[config.mk]
export PLATFORM = sky130hd
export DESIGN_NAME = uart_rx_core
export DESIGN_NICKNAME = d
export VERILOG_FILES = /design/src/rtl/uart_pkg.sv /design/src/rtl/uart_rx_fifo.sv /design/src/rtl/uart_rx_core.sv
export SDC_FILE = /design/constraint.sdc
export NUM_CORES = 1
export LEC_CHECK = 0
export CAP_MARGIN = 20
export CORE_MARGIN = 8
export CORE_UTILIZATION = 58
export CTS_CLUSTER_SIZE = 24
export DETAILED_ROUTE_END_ITERATION = 7
export PLACE_DENSITY = 0.79
export REMOVE_ABC_BUFFERS = 1
export SYNTH_ARGS = -nofsm -noshare
export SYNTH_HDL_FRONTEND = slang
export SYNTH_SLANG_ARGS = --single-unit
[constraint.sdc]
create_clock -name clk -period 2.1 [get_ports clk]
set_input_delay 0.42 -clock clk [delete_from_list [all_inputs] [get_ports clk]]
set_output_delay 0.42 -clock clk [all_outputs]
set_load 0.03 [all_outputs]
[src/rtl/uart_pkg.sv]
// Shared definitions for the UART receive core.
// Holds the parity mode encoding, the error-flag bit positions, the
// oversample rate and the receiver FSM state encoding.
package uart_pkg;

  localparam int OS_RATE = 16;

  // Bit positions inside the 3-bit error field stored with each word.
  localparam int ERR_PAR = 0;
  localparam int ERR_FRM = 1;
  localparam int ERR_BRK = 2;

  // 2'b11 is not listed and decodes as "no parity".
  typedef enum logic [1:0] {
    PAR_NONE = 2'b00,
    PAR_ODD  = 2'b01,
    PAR_EVEN = 2'b10
  } parity_e;

  typedef enum logic [2:0] {
    ST_IDLE,
    ST_START,
    ST_DATA,
    ST_PARITY,
    ST_STOP
  } state_e;

  function automatic logic par_enabled(input logic [1:0] p);
    return (p == PAR_ODD) || (p == PAR_EVEN);
  endfunction

endpackage

[src/rtl/uart_rx_fifo.sv]
// First-word fall-through FIFO for received words.
// Ports: clk/rst (sync, active high); push/wdata write side; pop/rdata
// read side with rdata always showing the head entry; empty/full status.
// A push while full succeeds only if a pop happens in the same cycle.
module uart_rx_fifo #(
  parameter int WIDTH = 11,
  parameter int DEPTH = 4
) (
  input  logic             clk,
  input  logic             rst,
  input  logic             push,
  input  logic [WIDTH-1:0] wdata,
  input  logic             pop,
  output logic [WIDTH-1:0] rdata,
  output logic             empty,
  output logic             full
);
  localparam int AW = $clog2(DEPTH);

  logic [DEPTH-1:0][WIDTH-1:0] mem_q, mem_d;
  logic [AW:0]                 wr_q, wr_d, rd_q, rd_d;
  logic                        do_push, do_pop;

  // Extra pointer MSB separates full from empty when the indices match.
  assign empty   = (wr_q == rd_q);
  assign full    = (wr_q[AW] != rd_q[AW]) && (wr_q[AW-1:0] == rd_q[AW-1:0]);
  assign do_pop  = pop && !empty;
  assign do_push = push && (!full || do_pop);
  assign rdata   = mem_q[rd_q[AW-1:0]];

  always_comb begin
    mem_d = mem_q;
    wr_d  = wr_q;
    rd_d  = rd_q;
    if (do_push) begin
      mem_d[wr_q[AW-1:0]] = wdata;
      wr_d                = wr_q + (AW+1)'(1);
    end
    if (do_pop) rd_d = rd_q + (AW+1)'(1);
  end

  // Storage is cleared on reset so the head outputs read zero afterwards.
  always_ff @(posedge clk) begin
    if (rst) begin
      mem_q <= '0;
      wr_q  <= '0;
      rd_q  <= '0;
    end else begin
      mem_q <= mem_d;
      wr_q  <= wr_d;
      rd_q  <= rd_d;
    end
  end

endmodule

[src/rtl/uart_rx_core.sv]
// UART receiver: 16x oversampling, glitch-rejecting start detection,
// configurable data width / parity / stop bits, FWFT output buffer.
// Ports: clk, rst (sync, active high); rx_i serial line (idle high);
// baud_div tick period-1, parity_type, stop2 (latched per frame);
// busy while framing; m_valid/m_ready/m_data/m_err output stream;
// overrun pulses when a finished word is dropped on a full buffer.
import uart_pkg::*;

module uart_rx_core #(
  parameter int DATA_W     = 8,
  parameter int DIV_W      = 16,
  parameter int FIFO_DEPTH = 4
) (
  input  logic              clk,
  input  logic              rst,
  input  logic              rx_i,
  input  logic [DIV_W-1:0]  baud_div,
  input  logic [1:0]        parity_type,
  input  logic              stop2,
  output logic              busy,
  output logic              m_valid,
  input  logic              m_ready,
  output logic [DATA_W-1:0] m_data,
  output logic [2:0]        m_err,
  output logic              overrun
);
  localparam int OS_W = $clog2(OS_RATE);
  localparam int BC_W = $clog2(DATA_W);
  localparam int FW   = DATA_W + 3;

  state_e             state_q, state_d;
  logic               rx_meta_q, rx_meta_d, rx_s_q, rx_s_d, rx_prev_q, rx_prev_d;
  logic [DIV_W-1:0]   tick_cnt_q, tick_cnt_d, div_q, div_d;
  logic [OS_W-1:0]    os_cnt_q, os_cnt_d;
  logic [BC_W-1:0]    bit_cnt_q, bit_cnt_d;
  logic               stop_cnt_q, stop_cnt_d;
  logic [1:0]         par_q, par_d;
  logic               stop2_q, stop2_d;
  logic [DATA_W-1:0]  shift_q, shift_d;
  logic               par_bit_q, par_bit_d, par_err_q, par_err_d;
  logic               frm_q, frm_d, brk_q, brk_d;
  logic               busy_q, busy_d, overrun_q, overrun_d;

  logic               tick, par_on, brk_now, frm_now, push;
  logic               fifo_pop, fifo_empty, fifo_full;
  logic [2:0]         err_w;
  logic [FW-1:0]      fifo_rdata;

  assign tick   = (tick_cnt_q == div_q);
  assign par_on = par_enabled(par_q);

  // Break is judged on the first stop sample; a later stop sample only
  // adds framing. Break always implies framing.
  assign brk_now = !stop_cnt_q ? ((shift_q == '0) && !(par_on && par_bit_q) && !rx_s_q)
                               : brk_q;
  assign frm_now = frm_q | !rx_s_q | brk_now;

  always_comb begin
    err_w          = '0;
    err_w[ERR_PAR] = par_err_q;
    err_w[ERR_FRM] = frm_now;
    err_w[ERR_BRK] = brk_now;
  end

  assign fifo_pop = !fifo_empty && m_ready;

  always_comb begin
    rx_meta_d  = rx_i;
    rx_s_d     = rx_meta_q;
    rx_prev_d  = rx_s_q;
    state_d    = state_q;
    tick_cnt_d = tick ? '0 : tick_cnt_q + DIV_W'(1);
    os_cnt_d   = os_cnt_q;
    bit_cnt_d  = bit_cnt_q;
    stop_cnt_d = stop_cnt_q;
    div_d      = div_q;
    par_d      = par_q;
    stop2_d    = stop2_q;
    shift_d    = shift_q;
    par_bit_d  = par_bit_q;
    par_err_d  = par_err_q;
    frm_d      = frm_q;
    brk_d      = brk_q;
    busy_d     = busy_q;
    push       = 1'b0;
    unique case (state_q)
      ST_IDLE: begin
        if (!rx_s_q && rx_prev_q) begin
          state_d    = ST_START;
          tick_cnt_d = '0;
          os_cnt_d   = '0;
          div_d      = baud_div;
          par_d      = parity_type;
          stop2_d    = stop2;
          par_bit_d  = 1'b0;
          par_err_d  = 1'b0;
          frm_d      = 1'b0;
          brk_d      = 1'b0;
          stop_cnt_d = 1'b0;
          busy_d     = 1'b1;
        end
      end
      ST_START: begin
        if (tick) begin
          if (os_cnt_q == OS_W'(OS_RATE/2 - 1)) begin
            // Line must still be low at mid start bit, else it was a glitch.
            if (!rx_s_q) begin
              state_d   = ST_DATA;
              os_cnt_d  = '0;
              bit_cnt_d = '0;
            end else begin
              state_d = ST_IDLE;
              busy_d  = 1'b0;
            end
          end else begin
            os_cnt_d = os_cnt_q + OS_W'(1);
          end
        end
      end
      default: begin
        if (tick) begin
          // os_cnt wraps naturally, so each sample is exactly OS_RATE ticks apart.
          os_cnt_d = os_cnt_q + OS_W'(1);
          if (os_cnt_q == OS_W'(OS_RATE - 1)) begin
            case (state_q)
              ST_DATA: begin
                shift_d   = {rx_s_q, shift_q[DATA_W-1:1]};
                bit_cnt_d = bit_cnt_q + BC_W'(1);
                if (bit_cnt_q == BC_W'(DATA_W - 1)) begin
                  state_d    = par_on ? ST_PARITY : ST_STOP;
                  stop_cnt_d = 1'b0;
                end
              end
              ST_PARITY: begin
                par_bit_d = rx_s_q;
                par_err_d = (par_q == PAR_ODD) ? ~(^{shift_q, rx_s_q}) : (^{shift_q, rx_s_q});
                state_d   = ST_STOP;
              end
              ST_STOP: begin
                stop_cnt_d = 1'b1;
                brk_d      = brk_now;
                frm_d      = frm_now;
                if (stop_cnt_q || !stop2_q) begin
                  push    = 1'b1;
                  state_d = ST_IDLE;
                  busy_d  = 1'b0;
                end
              end
              default: ;
            endcase
          end
        end
      end
    endcase
    overrun_d = push && fifo_full && !fifo_pop;
  end

  always_ff @(posedge clk) begin
    if (rst) begin
      state_q    <= ST_IDLE;
      rx_meta_q  <= 1'b1;
      rx_s_q     <= 1'b1;
      rx_prev_q  <= 1'b1;
      tick_cnt_q <= '0;
      os_cnt_q   <= '0;
      bit_cnt_q  <= '0;
      stop_cnt_q <= 1'b0;
      div_q      <= '0;
      par_q      <= PAR_NONE;
      stop2_q    <= 1'b0;
      shift_q    <= '0;
      par_bit_q  <= 1'b0;
      par_err_q  <= 1'b0;
      frm_q      <= 1'b0;
      brk_q      <= 1'b0;
      busy_q     <= 1'b0;
      overrun_q  <= 1'b0;
    end else begin
      state_q    <= state_d;
      rx_meta_q  <= rx_meta_d;
      rx_s_q     <= rx_s_d;
      rx_prev_q  <= rx_prev_d;
      tick_cnt_q <= tick_cnt_d;
      os_cnt_q   <= os_cnt_d;
      bit_cnt_q  <= bit_cnt_d;
      stop_cnt_q <= stop_cnt_d;
      div_q      <= div_d;
      par_q      <= par_d;
      stop2_q    <= stop2_d;
      shift_q    <= shift_d;
      par_bit_q  <= par_bit_d;
      par_err_q  <= par_err_d;
      frm_q      <= frm_d;
      brk_q      <= brk_d;
      busy_q     <= busy_d;
      overrun_q  <= overrun_d;
    end
  end

  uart_rx_fifo #(.WIDTH(FW), .DEPTH(FIFO_DEPTH)) u_fifo (
    .clk   (clk),
    .rst   (rst),
    .push  (push),
    .wdata ({err_w, shift_q}),
    .pop   (fifo_pop),
    .rdata (fifo_rdata),
    .empty (fifo_empty),
    .full  (fifo_full)
  );

  assign busy    = busy_q;
  assign overrun = overrun_q;
  assign m_valid = !fifo_empty;
  assign m_data  = fifo_rdata[DATA_W-1:0];
  assign m_err   = fifo_rdata[FW-1:DATA_W];

endmodule

==> metrics.txt <==
CTS max path bufs 2; cell taking the most area after synthesis dfxtp_1; hpwl dp 8410 microns; P&R area growth vs syn 28.0%; Warnings, synthesis 0; DR vias 4553; fraction of registers with async set/reset 0%; max cap viols 0; die area 12800 sq um; Mapped Cells 586; Final period util 102%; DR vias/cell 5.81; Hold Crit Class primary input to flip-flop; TritonCTS clock tree done; failing checks negative setup slack; Inserted Diodes 0; DR DRC count 0; initial antenna violation count 0; Compound-Gate Fraction of Synth Area 10.3%; Synth area leaders dfxtp_1, mux2i_1, nand2b_1; metal2 WL 6650 microns; power per cell area 830 nW/um^2; largest net degree at the start of global routing 42; Synth Area per Inst 9.35 sq um; metal3 WL 666 microns; Final Slew Violations 0; mux cell area share after synthesis 13.6%; Pre-antenna DRT Iters 5; Metal-1 WL 5430 microns; die width 113 microns; Final Cell Area 7010 sq um; H-Tree Depth 4; Final Hold Viols 0; RD Place Congestion 0.929; GRT overflow 0; register area share after synthesis 41.3%; Reg area 2270 sq um; Clock transition at path regs 60 ps; Worst Tran Pin Value 457 ps; DR iter-0 viols 348; final antenna-violating net count 0; CTS Root Cell clkbuf_8; GRT Resource Usage Total 20.7%; fillers 600; Seq cells post-synth 113; maximum vdd ir drop 694 uV; number of buffers created by CTS 17; # IOs 37; Max Fclk 466 MHz; DR top layer met4; Post-Syn Area 5480 sq um; top_reg_cell synth dfxtp_1; Critical Path AT 1730 ps; number of distinct library cells after synthesis 57; Design Power 5.82 mW; first-pass GRT wire length 21400 microns; Simple-Gate Fraction of Synth Area 21.1%; row count 35; Post-synth EDFFs 0; share of cells above drive strength 1 21.1%; CP Class flip-flop to primary output; Lkg Pwr 2.83 nW; fin util 76.3%; max_slew headroom 69.5%; number of global-route vias before repair 4572; final setup fails 16; CTS sink cnt 113; Final WS setup -45.2 ps; type of origin of the critical path flip-flop; clk_skew 16.5 ps; Critical Path RT 1680 ps; Die H 113 microns; multi-input logic area 3060 sq um; I/O Buffers 36; Yosys top cell area share 41.3%; Skew-Pair Late Insertion Delay 530 ps; core area 9200 sq um; RSZ-0062 raised after global routing true; Net count, final 692; status complete, but fails checks; combinational family with the most area after synthesis simple AND/OR/NAND/NOR gates; Area after DPL 6190 sq um; XOR/XNOR share of the synthesized area 6.88%; CP Capture Type primary output; Post-CTS Hold Fix Bufs 0; per-cell routed wire length 16.6 microns; post-synthesis adder-cell area fraction 2.28%; Starting Density 59.6%; min Tclk post-route 2150 ps; Total Wirelength 13000 microns; Max Fanout on Critical Path 6
==> report_power, final <==
part	leakage, nW	internal [mW]	switching [mW]
combinational	1.62	0.279	0.327
sequential	0.914	2.17	0.0283
clock	0.300	2.05	0.966
==> cell type report <==
class                           instances  area share, %
Tap cell                              111           1.98
Sequential cell                       113           32.4
Inverter                               15          0.803
Clock inverter                          9           2.18
Multi-Input combinational cell        420           43.7
Clock buffer                           23           6.80
Timing Repair Buffer                   92           12.2
==> synth_stat cells (2+ instances only) <==
master      n
dfxtp_1   113
nand3_1    25
and3_1      4
or2_2       5
xnor2_1    19
nor2_1     29
nor4_2      4
nand2b_1   58
a31oi_1     2
nand4_1     4
ha_1       10
buf_4       3
nor4_1      7
clkbuf_1   19
xor2_1     24
o21ai_0    22
or4b_1      2
a41o_1      2
a211o_1     2
or3_1       4
a21oi_1    41
inv_1      15
mux4_2     11
o2111a_1    2
buf_6       3
buf_2      11
nand2_1    55
nor3_1      4
a211oi_1    5
mux2i_1    44
mux2_2      5
nor2b_1     7
==> stage by stage <==
step | TNS [ps] | worst slack, ps | instances | hold slack (ps)
floorplan | -8020 | -364 | 548 | 389
global placement | 0 | 8.83 | 745 | 394
detailed placement | -1140 | -96.9 | 745 | 398
CTS | -669 | -73.3 | 778 | 330
global route | -1220 | -90.7 | 783 | 345
finish | -471 | -45.2 | 783 | 336
==> what timing repair did <==
action                                 CTS  global route
gates resized for setup                 83            21
setup buffers                            0             4
endpoints found under the hold margin    0             0
gates cloned                             1             1
pin swaps                                0             8
setup endpoints to repair               46            45
==> placed cells by master, fill, tap and decap left out, types with 3 or more instances in the layout <==
cell             Yosys  routed
inv_1               15      15
clkdlybuf4s50_1      0      23
o21ai_0             22      22
or3_1                4       4
nand4_1              4       4
buf_4                3      48
mux2i_1             44      44
nor2_1              29      29
or2_2                5       5
buf_12               0       3
nand2_1             55      55
xor2_1              24      23
mux2_2               5       5
clkbuf_8             0       5
nor4_1               7       6
nor2b_1              7       6
dfxtp_2              0       3
nor4_4               0       3
nand2b_1            58      58
a211oi_1             5       5
nor3_1               4       4
ha_1                10      10
dfxtp_1            113     109
bufinv_16            0       4
mux4_2              11      11
nand3_1             25      25
xnor2_1             19      18
a21oi_1             41      39
buf_6                3      15
and3_1               4       3
clkinvlp_4           0       3
clkbuf_16            0      16
==> sequential cells by signal, summed over array words and instances, names as in the netlist <==
register and count:
bit_cnt_q 3, brk_q 1, busy 1, div_q 16
frm_q 1, os_cnt_q 4, overrun 1, par_bit_q 1
par_err_q 1, par_q 2, rx_meta_q 1, rx_prev_d 1
rx_prev_q 1, shift_q 8, state_q 3, stop2_q 1
stop_cnt_q 1, tick_cnt_q 16, u_fifo.mem_q 44, u_fifo.rd_q 3
u_fifo.wr_q 3
==> cell families after synthesis <==
logic type / after synthesis
DFF: 113
muxes: 60
buffers and inverters: 53
adders and majority gates: 10
AOI/OAI and AO/OA: 91
xor gates and xnor gates: 43
and+or+nand+nor: 216
==> worst paths after layout <==
check / start / endpoint / slack [ps] / cells past startpoint
setup / recovery: u_fifo.rd_q[0] / m_data[6] / -50 / 3
hold / removal: rst / stop2_q / 340 / 2
setup reg to reg: div_q[11] / bit_cnt_q[1] / -40 / 7
hold reg to reg: rx_meta_q / rx_prev_d / 410 / 1
==> routing by layer <==
layer  vias to the layer above  GRT usage [%]
li1                       2185              -
met5                         -              0
met3                        32           6.55
met4                         0           9.50
met1                      2186           23.0
met2                       150           35.4
==> worst max-delay path: stages, from the launching register on <==
cell     delay, ps
dfxtp_4        390
buf_12         140
mux4_2         510
buf_6          160
(Power assumes the default switching activity.)
